===== config.mk =====
export PLATFORM = sky130hd
export DESIGN_NAME = binary_to_bcd_seq
export DESIGN_NICKNAME = d
export VERILOG_FILES = /design/src/rtl/binary_to_bcd_seq.sv
export SDC_FILE = /design/constraint.sdc
export NUM_CORES = 1
export LEC_CHECK = 0
export CORE_ASPECT_RATIO = 1.4
export CORE_MARGIN = 2
export CORE_UTILIZATION = 40
export CTS_BUF_LIST = sky130_fd_sc_hd__clkbuf_8
export CTS_CLUSTER_DIAMETER = 80
export CTS_CLUSTER_SIZE = 40
export DETAILED_ROUTE_END_ITERATION = 16
export PLACE_DENSITY = 0.66
export SETUP_SLACK_MARGIN = 0.3
export SLEW_MARGIN = 10
export SYNTH_ARGS = -nofsm -noshare
export SYNTH_HDL_FRONTEND = slang
export SYNTH_SLANG_ARGS = --single-unit
export TNS_END_PERCENT = 100

===== constraint.sdc =====
create_clock -name clk -period 2.5 [get_ports clk]
set_clock_uncertainty 0.2 [all_clocks]
set_input_delay 0.5 -clock clk [delete_from_list [all_inputs] [get_ports clk]]
set_output_delay 0.5 -clock clk [all_outputs]
set_load 0.005 [all_outputs]

===== src/rtl/binary_to_bcd_seq.sv =====
// Sequential binary-to-BCD converter (double dabble), one operand bit per clock.
// Uses a start/busy/done handshake; the result stays registered until the next conversion completes.
module binary_to_bcd_seq #(
  parameter int unsigned WIDTH  = 8,
  parameter int unsigned DIGITS = 3
) (
  input  logic                  clk,
  input  logic                  rst_n,
  input  logic                  start_i,
  input  logic [WIDTH-1:0]      bin_i,
  output logic                  busy_o,
  output logic                  done_o,
  output logic [4*DIGITS-1:0]   bcd_o
);

  localparam int unsigned CntW = $clog2(WIDTH + 1);

  // Decimal digits needed to print the largest WIDTH-bit value.
  function automatic int unsigned min_digits(input int unsigned w);
    longint unsigned v;
    int unsigned     d;
    v = (64'd1 << w) - 64'd1;
    d = 0;
    do begin
      d++;
      v = v / 64'd10;
    end while (v != 64'd0);
    return d;
  endfunction

  if (WIDTH < 2 || WIDTH > 32) begin : g_bad_width
    $error("binary_to_bcd_seq: WIDTH must be 2..32");
  end
  if (DIGITS < min_digits(WIDTH)) begin : g_bad_digits
    $error("binary_to_bcd_seq: DIGITS too small for WIDTH");
  end

  typedef enum logic [1:0] {StIdle, StConv, StDone} state_e;

  state_e                state_q;
  logic [WIDTH-1:0]      sh_q;
  logic [4*DIGITS-1:0]   acc_q;
  logic [CntW-1:0]       cnt_q;
  logic                  busy_q;
  logic                  done_q;
  logic [4*DIGITS-1:0]   bcd_q;

  logic [4*DIGITS-1:0]   acc_adj;
  logic [4*DIGITS-1:0]   acc_d;
  logic [WIDTH-1:0]      sh_d;

  // Add-3 on every digit >= 5, then shift {acc, sh} left by one.
  always_comb begin
    acc_adj = acc_q;
    for (int k = 0; k < int'(DIGITS); k++) begin
      if (acc_q[4*k +: 4] >= 4'd5) begin
        acc_adj[4*k +: 4] = acc_q[4*k +: 4] + 4'd3;
      end
    end
    acc_d = {acc_adj[4*DIGITS-2:0], sh_q[WIDTH-1]};
    sh_d  = {sh_q[WIDTH-2:0], 1'b0};
  end

  always_ff @(posedge clk or negedge rst_n) begin
    if (!rst_n) begin
      state_q <= StIdle;
      sh_q    <= '0;
      acc_q   <= '0;
      cnt_q   <= '0;
      busy_q  <= 1'b0;
      done_q  <= 1'b0;
      bcd_q   <= '0;
    end else begin
      unique case (state_q)
        StIdle: begin
          done_q <= 1'b0;
          if (start_i) begin
            sh_q    <= bin_i;
            acc_q   <= '0;
            cnt_q   <= CntW'(WIDTH);
            busy_q  <= 1'b1;
            state_q <= StConv;
          end
        end
        StConv: begin
          sh_q  <= sh_d;
          acc_q <= acc_d;
          cnt_q <= cnt_q - CntW'(1);
          if (cnt_q == CntW'(1)) begin
            busy_q  <= 1'b0;
            done_q  <= 1'b1;
            bcd_q   <= acc_d;
            state_q <= StDone;
          end
        end
        StDone: begin
          done_q  <= 1'b0;
          state_q <= StIdle;
        end
        default: begin
          busy_q  <= 1'b0;
          done_q  <= 1'b0;
          state_q <= StIdle;
        end
      endcase
    end
  end

  assign busy_o = busy_q;
  assign done_o = done_q;
  assign bcd_o  = bcd_q;

endmodule


==> impl_results.md <==
- Status: finished, final reports clean
- Clock Path Buffers: 2
- Clock latency on the worst-skew pair: 0.29 ns
- Gr usage total: between 10% and 20%
- Post-route ant nets: 0
- Num CTS Buffers: 5
- Yosys cell types: 30
- Crit-path cells: and2b_4 -> nand2_4 -> clkinv_4 -> mux2_2
- DP Worst Slack: ~0.26 ns
- PnR worst setup slack: ~0.52 ns
- Total power: 2960 uW
- Io pins: 25
- Hold WS: between 0.003 and 0.004 ns
- Num rows: 30
- Die Wd: 63.2 um
- Setup Crit Path Kind: reg2reg
- Routed len/inst: 13.9 um
- FF+latch count, synth: 40
- Pin count of the biggest net entering global routing: 28
- P&R area growth vs syn: 20.7%
- Die ar.: 5490 sq um
- Initial Utilization: 40.8%
- Number of remaining DRC errors: 0
- Worst vdd ir: about 0.52 mV
- Number of vias per cell: approximately 5.1
- Post-CTS setup buffer count: 0
- Setup Viol. Count Final: 0
- 1st-iter DRT viols: between 80 and 90
- RSZ-0062 raised after global routing: false
- Slowest stage delay, CP: 0.55 ns
- Die Height: roughly 87 um
- WP data arrival: ~2 ns
- Max Cap Viol: 0
- DP HPWL: 2750 um
- Crit-path slowest cell: dfrtp_1
- Synthesized netlist net count: approximately 210
- Actual slew at the worst max-slew pin: ~0.6 ns
- Fmax: slightly above 500 MHz
- Nets: between 200 and 250
- LEAKAGE: just over 0.001 uW
- Avg Inst Size Synth: between 10 and 15 sq um
- Post-synthesis sequential area ratio: between 50% and 60%
- Slew headroom: 59.7%
- Share of cells above drive strength 1: 14.5%
- Synth warn: 0
- Pwr/cell area: between 1000 and 1500 nW/um^2
- H-tree levels: 2
- First-pass DRT Iterations: 4
- Post-Synthesis Cells: 190
- Placeable Area: between 4000 and 5000 sq um
- Hold Path Class: in2async
- CTS root buffer: clkbuf_8
- Util after Layout: a little under 50%
- Placer Congestion: between 0.7 and 0.8
- Crit path launch type: flip-flop
- Clock sinks: 40
- Setup TNS: 0 ns
- IO Port Bufs: 24
- Flop2flop setup slack: around 0.52 ns
- CP endpoint kind: flip-flop
- Resized Gates After CTS: 0
- Synthesized area: a little under 2000 sq um
- Final worst-path cycle share: about 79%
- CTS tree: yes
- Final hold vios: 0
- Fin crit period: just under 2 ns
- N_diodes: 0
- Max FO, Critical Path: 15
- Clock transition at path regs: 0.08 ns
- Required @ worst endpoint: about 2.5 ns
- Grt ovf: 0
- DR vias: between 1000 and 1500
- Vias in the first global route: roughly 1500
- Final Max Tran Viols: 0
- Final wirelength: 3940 um
- Global-route wire length before repair: ~7000 um
- Initial antenna violation count: 0
- Hold Buf Count CTS: 0
## sequential cells by signal, indices dropped and copies added (netlist names)
name	flops
done_o	1
state_q	2
cnt_q	4
acc_q	12
bcd_o	12
sh_q	8
busy_o	1
## critical path, delay by kind of cell, from the launching register on
kind / cells / cell delay, ns
AND/OR/NAND/NOR: 2 / 0.65
flip-flops: 1 / 0.55
multiplexers: 1 / 0.33
buffers and inverters: 1 / 0.12
## area by class of cell
type                       instances  area [sq um]
fill                             489          2440
sequential                        40          1000
multi-input combinational        132           875
timing repair buffer              30           280
clock buffer                       6          82.6
tap                               64          80.1
inverter                          10          42.5
clock inverter                     2          7.51
## synthesized netlist by cell type
| cell | instances | area [sq um] |
|---|---|---|
| dfrtp_1 | 40 | 1000 |
| o21ai_0 | 25 | 125 |
| a21oi_1 | 18 | 90.1 |
| nand2_1 | 18 | 67.6 |
| nor2b_1 | 10 | 62.6 |
| inv_1 | 9 | 33.8 |
| ha_1 | 8 | 100 |
| a22oi_1 | 7 | 52.6 |
| mux2_2 | 6 | 67.6 |
| buf_2 | 5 | 25.0 |
| a22o_1 | 4 | 35.0 |
| nand2b_1 | 4 | 25.0 |
| nor2_1 | 4 | 15.0 |
| nor3_1 | 4 | 20.0 |
| o21ai_2 | 4 | 35.0 |
| a31oi_1 | 3 | 18.8 |
| or3b_2 | 3 | 26.3 |
| xnor2_1 | 3 | 26.3 |
| clkbuf_1 | 2 | 7.51 |
| nor3b_1 | 2 | 15.0 |
| o21ai_1 | 2 | 10.0 |
| and2b_4 | 1 | 10.0 |
| buf_6 | 1 | 11.3 |
| clkinv_4 | 1 | 8.76 |
| mux2_4 | 1 | 15.0 |
| nand2_4 | 1 | 11.3 |
| nand3b_1 | 1 | 7.51 |
| nor3b_4 | 1 | 18.8 |
| o21bai_2 | 1 | 11.3 |
| o32ai_1 | 1 | 8.76 |
## metrics by stage
| step | std cells | cell area, sq um |
|---|---|---|
| floorplan | 190 | 1960 |
| global placement | 276 | 2280 |
| detailed placement | 276 | 2280 |
| CTS | 284 | 2370 |
| global route | 284 | 2370 |
| finish | 284 | 2370 |
## logic make-up after synthesis
kind of cell / count (synthesis) / share of synthesized area (%)
compound gates: 65 / 19.7
simple gates: 49 / 14.2
flops: 40 / 51.0
buf+inv: 18 / 4.40
fa+ha+maj: 8 / 5.10
mux: 7 / 4.21
xor+xnor: 3 / 1.34
## worst paths after layout
path | start | endpoint | cells past startpoint
max | state_q[1] | bcd_o[9] | 4
min | rst_n | sh_q[0] | 1
max reg2reg | state_q[1] | bcd_o[9] | 4
min reg2reg | bcd_o[2] | bcd_o[2] | 2
max in group asynchronous | rst_n | bcd_o[8] | 2
min in group clk | bcd_o[2] | bcd_o[2] | 2
## placed cells by master (no fill, tap or decap), types with 6 or more instances in the layout
master	synthesis	routed
nand2_1	18	18
ha_1	8	8
clkdlybuf4s50_1	0	23
a22oi_1	7	7
mux2_2	6	6
clkbuf_8	0	6
buf_4	0	6
o21ai_0	25	25
nor2b_1	10	10
a21oi_1	18	18
dfrtp_1	40	40
inv_1	9	11
## power by group
| group | leakage [uW] | total [uW] | switching, uW | internal [uW] |
|---|---|---|---|---|
| clock network | 0.0000538 | 439 | 222 | 217 |
| logic | 0.000472 | 1340 | 655 | 685 |
| registers | 0.000504 | 1180 | 241 | 939 |
| total | 0.00103 | 2960 | 1120 | 1840 |
## layer usage
layer,routed length [um],global-route usage (%)
met1,1830,19.9
met2,1930,27.7
met3,116,4.14
met4,68,6.52
met5,0,0
No activity file was read; power rests on OpenSTA's default activity.
